### config.mk
export PLATFORM = sky130hd
export DESIGN_NAME = bus_transfer_controller_flat
export DESIGN_NICKNAME = d
export VERILOG_FILES = /design/src/rtl/bus_ctl_pkg.sv /design/src/rtl/bus_transfer_controller_if.sv /design/src/rtl/bus_reg_file.sv /design/src/rtl/bus_transfer_controller.sv /design/src/flat_wrapper.sv
export SDC_FILE = /design/constraint.sdc
export NUM_CORES = 1
export LEC_CHECK = 0
export ABC_AREA = 1
export CAP_MARGIN = 25
export CORE_ASPECT_RATIO = 2
export CORE_UTILIZATION = 53
export CTS_BUF_LIST = sky130_fd_sc_hd__clkbuf_16
export DETAILED_ROUTE_END_ITERATION = 10
export PLACE_DENSITY = 0.91
export SLEW_MARGIN = 20
export SYNTH_ARGS = -nofsm -noshare
export SYNTH_HDL_FRONTEND = slang
export SYNTH_SLANG_ARGS = --single-unit
export TNS_END_PERCENT = 5
### constraint.sdc
create_clock -name clk -period 3.6 [get_ports clk]
set_input_delay 1.08 -clock clk [delete_from_list [all_inputs] [get_ports clk]]
set_output_delay 1.08 -clock clk [all_outputs]
set_load 0.02 [all_outputs]
### src/rtl/bus_ctl_pkg.sv
// Shared op codes, FSM states and command validation for the bus transfer controller.
package bus_ctl_pkg;

    typedef enum logic [1:0] {
        OP_MOV  = 2'b00,
        OP_PAIR = 2'b01,
        OP_CLR  = 2'b10,
        OP_RSVD = 2'b11
    } cmd_op_e;

    typedef enum logic [1:0] {
        ST_IDLE,
        ST_XFER_LO,
        ST_XFER_HI,
        ST_DONE
    } state_e;

    localparam int unsigned SEL_NONE = 0;

    // A PAIR touches code+1 as well, so both ends of the pair must exist.
    function automatic logic cmd_is_legal(input logic [1:0]  op,
                                          input int unsigned src,
                                          input int unsigned dst,
                                          input int unsigned num_regs);
        logic ok;
        ok = 1'b1;
        if (src > num_regs || dst > num_regs) ok = 1'b0;
        if (op == OP_RSVD) ok = 1'b0;
        if (op == OP_PAIR && src != SEL_NONE && src + 1 > num_regs) ok = 1'b0;
        if (op == OP_PAIR && dst != SEL_NONE && dst + 1 > num_regs) ok = 1'b0;
        return ok;
    endfunction

endpackage

### src/rtl/bus_transfer_controller_if.sv
// Command handshake and bus signals of the bus transfer controller.
interface bus_transfer_controller_if #(
    parameter int DATA_W   = 8,
    parameter int NUM_REGS = 4
);
    localparam int SEL_W = $clog2(NUM_REGS + 1);

    logic                         i_cmd_valid;
    logic                         o_cmd_ready;
    logic [1:0]                   i_cmd_op;
    logic [SEL_W-1:0]             i_cmd_src;
    logic [SEL_W-1:0]             i_cmd_dst;
    logic [DATA_W-1:0]            i_bus_in;
    logic [SEL_W-1:0]             i_left_sel;
    logic [SEL_W-1:0]             i_right_sel;
    logic [DATA_W-1:0]            o_b_main;
    logic [DATA_W-1:0]            o_b_left;
    logic [DATA_W-1:0]            o_b_right;
    logic [NUM_REGS*DATA_W-1:0]   o_reg_data;
    logic                         o_done;
    logic                         o_err;

    modport master (
        output i_cmd_valid, i_cmd_op, i_cmd_src, i_cmd_dst, i_bus_in,
               i_left_sel, i_right_sel,
        input  o_cmd_ready, o_b_main, o_b_left, o_b_right, o_reg_data,
               o_done, o_err
    );

    modport slave (
        input  i_cmd_valid, i_cmd_op, i_cmd_src, i_cmd_dst, i_bus_in,
               i_left_sel, i_right_sel,
        output o_cmd_ready, o_b_main, o_b_left, o_b_right, o_reg_data,
               o_done, o_err
    );

endinterface

### src/rtl/bus_reg_file.sv
// General register file: one write port, three combinational read ports, 1-based codes.
module bus_reg_file #(
    parameter int DATA_W   = 8,
    parameter int NUM_REGS = 4,
    parameter int SEL_W    = $clog2(NUM_REGS + 1)
) (
    input  logic                       clk,
    input  logic                       rst_n,
    input  logic                       wr_en,
    input  logic [SEL_W-1:0]           wr_idx,
    input  logic [DATA_W-1:0]          wr_data,
    input  logic [SEL_W-1:0]           rd_a_idx,
    output logic [DATA_W-1:0]          rd_a_data,
    input  logic [SEL_W-1:0]           rd_b_idx,
    output logic [DATA_W-1:0]          rd_b_data,
    input  logic [SEL_W-1:0]           rd_c_idx,
    output logic [DATA_W-1:0]          rd_c_data,
    output logic [NUM_REGS*DATA_W-1:0] reg_flat
);

    logic [DATA_W-1:0] regs_q [NUM_REGS];
    logic [DATA_W-1:0] regs_d [NUM_REGS];

    always_comb begin
        regs_d = regs_q;
        for (int unsigned i = 0; i < NUM_REGS; i++) begin
            if (wr_en && 32'(wr_idx) == i + 1) regs_d[i] = wr_data;
        end
    end

    always_ff @(posedge clk or negedge rst_n) begin
        if (!rst_n) begin
            for (int unsigned i = 0; i < NUM_REGS; i++) regs_q[i] <= '0;
        end else begin
            regs_q <= regs_d;
        end
    end

    // Code 0 and codes beyond NUM_REGS read as zero.
    always_comb begin
        rd_a_data = '0;
        rd_b_data = '0;
        rd_c_data = '0;
        reg_flat  = '0;
        for (int unsigned i = 0; i < NUM_REGS; i++) begin
            if (32'(rd_a_idx) == i + 1) rd_a_data = regs_q[i];
            if (32'(rd_b_idx) == i + 1) rd_b_data = regs_q[i];
            if (32'(rd_c_idx) == i + 1) rd_c_data = regs_q[i];
            reg_flat[i*DATA_W +: DATA_W] = regs_q[i];
        end
    end

endmodule

### src/rtl/bus_transfer_controller.sv
// Command FSM moving bytes between i_bus_in and the register file over the main bus.
module bus_transfer_controller
    import bus_ctl_pkg::*;
#(
    parameter int DATA_W   = 8,
    parameter int NUM_REGS = 4
) (
    input  logic                     clk,
    input  logic                     rst_n,
    bus_transfer_controller_if.slave bus
);

    localparam int SEL_W = $clog2(NUM_REGS + 1);

    state_e           state_q, state_d;
    cmd_op_e          op_q, op_d;
    logic [SEL_W-1:0] src_q, src_d;
    logic [SEL_W-1:0] dst_q, dst_d;
    logic             done_q, done_d;
    logic             err_q, err_d;

    logic [SEL_W-1:0]  beat_src, beat_dst;
    logic [DATA_W-1:0] rd_main_data, main_val, wr_data;
    logic              in_beat, wr_en, accept;

    assign in_beat = (state_q == ST_XFER_LO) || (state_q == ST_XFER_HI);
    assign accept  = bus.i_cmd_valid && bus.o_cmd_ready;

    // HI beat of a PAIR uses code+1, except code 0 which stays on the external bus / discard.
    always_comb begin
        beat_src = src_q;
        beat_dst = dst_q;
        if (state_q == ST_XFER_HI) begin
            if (src_q != SEL_W'(SEL_NONE)) beat_src = src_q + SEL_W'(1);
            if (dst_q != SEL_W'(SEL_NONE)) beat_dst = dst_q + SEL_W'(1);
        end
    end

    assign main_val = (beat_src == SEL_W'(SEL_NONE)) ? bus.i_bus_in : rd_main_data;
    assign wr_data  = (op_q == OP_CLR) ? '0 : main_val;
    assign wr_en    = in_beat && (beat_dst != SEL_W'(SEL_NONE));

    always_comb begin
        state_d = state_q;
        op_d    = op_q;
        src_d   = src_q;
        dst_d   = dst_q;
        done_d  = 1'b0;
        err_d   = 1'b0;
        case (state_q)
            ST_IDLE: begin
                if (accept) begin
                    op_d  = cmd_op_e'(bus.i_cmd_op);
                    src_d = bus.i_cmd_src;
                    dst_d = bus.i_cmd_dst;
                    if (cmd_is_legal(bus.i_cmd_op, 32'(bus.i_cmd_src),
                                     32'(bus.i_cmd_dst), NUM_REGS)) begin
                        state_d = ST_XFER_LO;
                    end else begin
                        state_d = ST_DONE;
                        err_d   = 1'b1;
                    end
                end
            end
            ST_XFER_LO: begin
                if (op_q == OP_PAIR) begin
                    state_d = ST_XFER_HI;
                end else begin
                    state_d = ST_DONE;
                    done_d  = 1'b1;
                end
            end
            ST_XFER_HI: begin
                state_d = ST_DONE;
                done_d  = 1'b1;
            end
            ST_DONE:  state_d = ST_IDLE;
            default:  state_d = ST_IDLE;
        endcase
    end

    always_ff @(posedge clk or negedge rst_n) begin
        if (!rst_n) begin
            state_q <= ST_IDLE;
            op_q    <= OP_MOV;
            src_q   <= '0;
            dst_q   <= '0;
            done_q  <= 1'b0;
            err_q   <= 1'b0;
        end else begin
            state_q <= state_d;
            op_q    <= op_d;
            src_q   <= src_d;
            dst_q   <= dst_d;
            done_q  <= done_d;
            err_q   <= err_d;
        end
    end

    bus_reg_file #(
        .DATA_W   (DATA_W),
        .NUM_REGS (NUM_REGS),
        .SEL_W    (SEL_W)
    ) u_reg_file (
        .clk       (clk),
        .rst_n     (rst_n),
        .wr_en     (wr_en),
        .wr_idx    (beat_dst),
        .wr_data   (wr_data),
        .rd_a_idx  (beat_src),
        .rd_a_data (rd_main_data),
        .rd_b_idx  (bus.i_left_sel),
        .rd_b_data (bus.o_b_left),
        .rd_c_idx  (bus.i_right_sel),
        .rd_c_data (bus.o_b_right),
        .reg_flat  (bus.o_reg_data)
    );

    assign bus.o_cmd_ready = (state_q == ST_IDLE) && rst_n;
    assign bus.o_b_main    = in_beat ? wr_data : bus.i_bus_in;
    assign bus.o_done      = done_q;
    assign bus.o_err       = err_q;

endmodule

### src/flat_wrapper.sv
// flat-port wrapper written by rule: the top's interface ports become plain ports
module bus_transfer_controller_flat import bus_ctl_pkg::*;
#(
    parameter int DATA_W   = 8,
    parameter int NUM_REGS = 4
)
  (clk, rst_n, bus_i_cmd_valid, bus_i_cmd_op, bus_i_cmd_src, bus_i_cmd_dst, bus_i_bus_in, bus_i_left_sel, bus_i_right_sel, bus_o_cmd_ready, bus_o_b_main, bus_o_b_left, bus_o_b_right, bus_o_reg_data, bus_o_done, bus_o_err);
  bus_transfer_controller_if #(.DATA_W(DATA_W), .NUM_REGS(NUM_REGS)) bus_i ();
  input  logic clk;
  input  logic rst_n;
  input wire logic [$bits(bus_i.i_cmd_valid)-1:0] bus_i_cmd_valid;
  input wire logic [$bits(bus_i.i_cmd_op)-1:0] bus_i_cmd_op;
  input wire logic [$bits(bus_i.i_cmd_src)-1:0] bus_i_cmd_src;
  input wire logic [$bits(bus_i.i_cmd_dst)-1:0] bus_i_cmd_dst;
  input wire logic [$bits(bus_i.i_bus_in)-1:0] bus_i_bus_in;
  input wire logic [$bits(bus_i.i_left_sel)-1:0] bus_i_left_sel;
  input wire logic [$bits(bus_i.i_right_sel)-1:0] bus_i_right_sel;
  output wire logic [$bits(bus_i.o_cmd_ready)-1:0] bus_o_cmd_ready;
  output wire logic [$bits(bus_i.o_b_main)-1:0] bus_o_b_main;
  output wire logic [$bits(bus_i.o_b_left)-1:0] bus_o_b_left;
  output wire logic [$bits(bus_i.o_b_right)-1:0] bus_o_b_right;
  output wire logic [$bits(bus_i.o_reg_data)-1:0] bus_o_reg_data;
  output wire logic [$bits(bus_i.o_done)-1:0] bus_o_done;
  output wire logic [$bits(bus_i.o_err)-1:0] bus_o_err;
  assign bus_i.i_cmd_valid = bus_i_cmd_valid;
  assign bus_i.i_cmd_op = bus_i_cmd_op;
  assign bus_i.i_cmd_src = bus_i_cmd_src;
  assign bus_i.i_cmd_dst = bus_i_cmd_dst;
  assign bus_i.i_bus_in = bus_i_bus_in;
  assign bus_i.i_left_sel = bus_i_left_sel;
  assign bus_i.i_right_sel = bus_i_right_sel;
  assign bus_o_cmd_ready = bus_i.o_cmd_ready;
  assign bus_o_b_main = bus_i.o_b_main;
  assign bus_o_b_left = bus_i.o_b_left;
  assign bus_o_b_right = bus_i.o_b_right;
  assign bus_o_reg_data = bus_i.o_reg_data;
  assign bus_o_done = bus_i.o_done;
  assign bus_o_err = bus_i.o_err;
  bus_transfer_controller #(.DATA_W(DATA_W), .NUM_REGS(NUM_REGS)) u_core (.clk(clk), .rst_n(rst_n), .bus(bus_i));
endmodule
==> results of run 1 <==
[report_power, final]
group / total [mW] / leakage, nW / internal [mW] / switching, mW
Sequential: 0.976 / 0.554 / 0.706 / 0.270
Clock: 0.445 / 0.0738 / 0.250 / 0.194
Combinational: 3.42 / 1.53 / 1.30 / 2.12
Total: 4.84 / 2.16 / 2.26 / 2.58
[registers in the layout, indices dropped and copies added (netlist names)]
| name | flops |
|---|---|
| u_core.bus.o_done | 1 |
| u_core.bus.o_err | 1 |
| u_core.state_q | 2 |
| u_core.u_reg_file.reg_flat | 32 |
| u_core.dst_q | 3 |
| u_core.src_q | 3 |
| u_core.op_q | 2 |
[path summary, 6_finish.rpt]
check	to	slack [ns]	start
setup / recovery	bus_o_b_left[0]	0.02	bus_i_left_sel[1]
hold reg to reg	u_core.op_q[1]$_DFFE_PN0P_	0.51	u_core.op_q[1]$_DFFE_PN0P_
min in group asynchronous	u_core.state_q[1]$_DFFE_PN0P_	0.90	rst_n
setup reg to reg	u_core.u_reg_file.reg_flat[25]$_DFFE_PN0P_	0.89	u_core.state_q[0]$_DFFE_PN0P_
max in group asynchronous	u_core.src_q[0]$_DFFE_PN0P_	2.27	rst_n
hold / removal	u_core.op_q[1]$_DFFE_PN0P_	0.51	u_core.op_q[1]$_DFFE_PN0P_
[per-layer routing]
layer	vias to the layer above	GRT usage [%]	wire, um
li1	1632	-	-
met1	1616	32.7	3290
met2	221	65.3	5930
met3	60	4.78	599
met4	0	27.0	567
met5	-	0	0
[kinds of logic (layout without fill, tap and decap cells)]
logic type      Yosys count  in the layout
compound gates           78             78
xor+xnor                  1              1
fa+ha+maj                 8              8
buf+inv                  60            176
flops                    44             44
mux                       1              1
simple gates            224            224
[final cells by class]
type                    count  area (um^2)
flip-flops and latches     44         1100
well taps                  61         76.3
multi-input cells         312         1790
repair buffers            112          942
inverters                  56          215
clock inverters             3         11.3
fillers                   415         1400
clock buffers               5          125
[through the flow]
step	setup slack (ns)	TNS (ns)	total power, mW	cells	util, %
after floorplan	0.404	0	2.95	416	-
after detailed placement	-0.606	-9.12	4.39	584	74.1
after CTS	-0.0000251	-0.0000251	4.80	593	75.6
after global placement	-0.538	-8.18	4.25	584	74.1
final	0.0239	0	4.84	593	75.3
after global routing	-0.0651	-0.319	5.14	593	75.3
[cells in the mapped netlist]
cell type                    n
sky130_fd_sc_hd__nand2_1   122
sky130_fd_sc_hd__nand3_1    51
sky130_fd_sc_hd__dfrtp_1    44
sky130_fd_sc_hd__inv_1      42
sky130_fd_sc_hd__o21ai_0    24
sky130_fd_sc_hd__nor2_1     23
sky130_fd_sc_hd__a221oi_1   16
sky130_fd_sc_hd__o22ai_1    16
sky130_fd_sc_hd__inv_2      12
sky130_fd_sc_hd__a21oi_2    10
sky130_fd_sc_hd__ha_1        8
sky130_fd_sc_hd__nand2_2     8
sky130_fd_sc_hd__a21oi_1     6
sky130_fd_sc_hd__nand2_4     6
sky130_fd_sc_hd__nor2_4      3
sky130_fd_sc_hd__a21oi_4     2
sky130_fd_sc_hd__buf_6       2
sky130_fd_sc_hd__clkbuf_1    2
sky130_fd_sc_hd__inv_4       2
sky130_fd_sc_hd__nor3_1      2
sky130_fd_sc_hd__nor3_2      2
sky130_fd_sc_hd__nor3_4      2
sky130_fd_sc_hd__o21ai_2     2
sky130_fd_sc_hd__mux2_2      1
sky130_fd_sc_hd__nand3_2     1
sky130_fd_sc_hd__nand3_4     1
sky130_fd_sc_hd__nor2_2      1
sky130_fd_sc_hd__nor2_8      1
sky130_fd_sc_hd__o211ai_1    1
sky130_fd_sc_hd__o21ai_4     1
sky130_fd_sc_hd__or2_4       1
sky130_fd_sc_hd__xor2_4      1
[critical path: stages]
cell                              delay, ns
sky130_fd_sc_hd__clkdlybuf4s50_1       0.42
sky130_fd_sc_hd__inv_1                 0.16
sky130_fd_sc_hd__nor3_2                0.06
sky130_fd_sc_hd__buf_4                 0.17
sky130_fd_sc_hd__inv_2                 0.15
sky130_fd_sc_hd__nor2_1                0.06
sky130_fd_sc_hd__o22ai_1               0.19
sky130_fd_sc_hd__buf_2                 0.20
[repair_timing]
item,in CTS,in global routing
pin swaps,0,2
setup buffers,1,0
endpoints found under the setup margin,24,24
resized for setup,80,19
==> run_results.csv, run 1 <==
group,metric,value,unit
final_layout,post_route_cells_drive_above_1_share,22.6,%
worst_hold_path,holdPathStages,2,
floorplan,fp.dieW,56.2,um
yosys,xor_xnor_portion_of_the_synthesized_cell_area,0.884,%
sta,hold_slack,0.506,ns
sta,hold_violations,0,
yosys,post-synth-top-area-cell,"sky130_fd_sc_hd__dfrtp_1",
route,wire_per_inst,17.5,um
critical_path,r2r.worst_path.cells,9,
placement,detailed_place.area,4200,um^2
yosys,synth_area,3110,um^2
critical_path,worstPathArrival,2.50,ns
clock_network,cts_buffers,5,
critical_path,cp_data_required_time,2.52,ns
placement,gp_congestion,0.871,
run,maxCapViolations,0,
floorplan,floorplan.initialDensity,55.0,%
floorplan,boundaryPins,84,
clock_network,cts-hold-fix-buffers,0,
power,power.density,1130,nW/um^2
sta,minimum_clock_period_after_layout,3.58,ns
final_layout,areaGrowthSynthToFinish,37.0,%
yosys,synth.lib_cells_used.distinct,32,
grt,maximum_number_of_pins_on_one_net_before_global_route_repair,45,
worst_hold_path,hp-class,"reg -> reg",
critical_path,critPathMaxFanout,9,
sta,timing_max_transition_violations_final,0,
sta,final_cycle_utilization_of_the_critical_path,99.3,%
power,leakagePower,2.16,nW
power,peakVddDrop,0.832,mV
sta,clock.fmax,280,MHz
yosys,post_synth_inst_count,416,
clock_network,worst_skew_pair.late_latency,0.30,ns
clock_network,clock_tree.htree_level_count,2,
clock_network,clock_transition_time_at_the_flip_flop_clock_pins_of_the_worst_setup_and_hold_paths,0.06,ns
final_layout,final_cell_area,4260,um^2
yosys,synth.area.mux_share,0.362,%
sta,maxSlewHeadroom,60.5,%
grt,antenna_found_initial,0,
final_layout,mostFrequentLayoutCells,"122 x sky130_fd_sc_hd__nand2_1, 56 x sky130_fd_sc_hd__clkdlybuf4s50_1, 51 x sky130_fd_sc_hd__nand3_1",
route,postRouteAntennaNets,0,
route,dr.pass1.iters,5,
floorplan,die-area,6200,um^2
placement,io_buffers,83,
sta,skew,0.00768,ns
floorplan,rows,39,
route,dr_total_vias,3529,
grt,grt_use_total,34.6,%
route,route.detailed.drc,0,
clock_network,number_of_sinks_on_the_clock_net,44,
yosys,netlist_top_cells_area,"sky130_fd_sc_hd__dfrtp_1 35%, sky130_fd_sc_hd__nand2_1 15%, sky130_fd_sc_hd__nand3_1 8.2%",
yosys,syn_nets,449,
final_layout,n_antenna_cell,0,
route,initialDrtViolationCount,229,
floorplan,dieHeight,110,um
final_layout,layout.nets,564,
clock_network,tritoncts,"yes",
placement,detailedPlacementHpwl,7860,um
sta,setup_viol_count_final,0,
yosys,yosysWarningCount,0,
critical_path,crit_path_start_kind,"input port",
sta,rsz0062_at_grt,"true",
floorplan,core_area,5660,um^2
outcome,status,"complete, no violations",
yosys,syn-mean-instance-area,7.48,um^2
final_layout,layout_commonest_cell,"sky130_fd_sc_hd__nand2_1",
yosys,synth-adder-area-share,3.22,%
critical_path,element_type_at_the_critical_path_end,"output port",
yosys,yosysSeqAreaShare,35.4,%
yosys,fraction_of_the_mapped_netlist_area_in_compound_gates,17.7,%
yosys,main_combinational_cell_family_by_area_after_synthesis,"simple AND/OR/NAND/NOR gates",
route,avgViaCountPerCell,5.95,
sta,worst-slew-pin-transition,0.593,ns
grt,grt_pass1_vias,3713,
grt,grt_first_pass_wirelength,16500,um
yosys,synth-seq-cells,44,
critical_path,crit_type,"in -> out",
grt,grt_overflow,0,
route,routed_wire_length,10400,um
clock_network,clock_tree.buffer_depth,2,
yosys,post_synth_and_or_nand_nor_area_fraction,34.6,%
yosys,netlist.area_leader.share,35.4,%
clock_network,clock-root-buffer,"sky130_fd_sc_hd__clkbuf_16",
(Power assumes the default switching activity.)
==> run 2: changes to the inputs <==
--- a/config.mk
+++ b/config.mk
@@ -12,7 +12,6 @@
 export CTS_BUF_LIST = sky130_fd_sc_hd__clkbuf_16
 export DETAILED_ROUTE_END_ITERATION = 10
 export PLACE_DENSITY = 0.91
-export SLEW_MARGIN = 20
 export SYNTH_ARGS = -nofsm -noshare
 export SYNTH_HDL_FRONTEND = slang
 export SYNTH_SLANG_ARGS = --single-unit
==> results of run 2 <==
No change in the layout: final DEF, timing and power equal those of run 1.
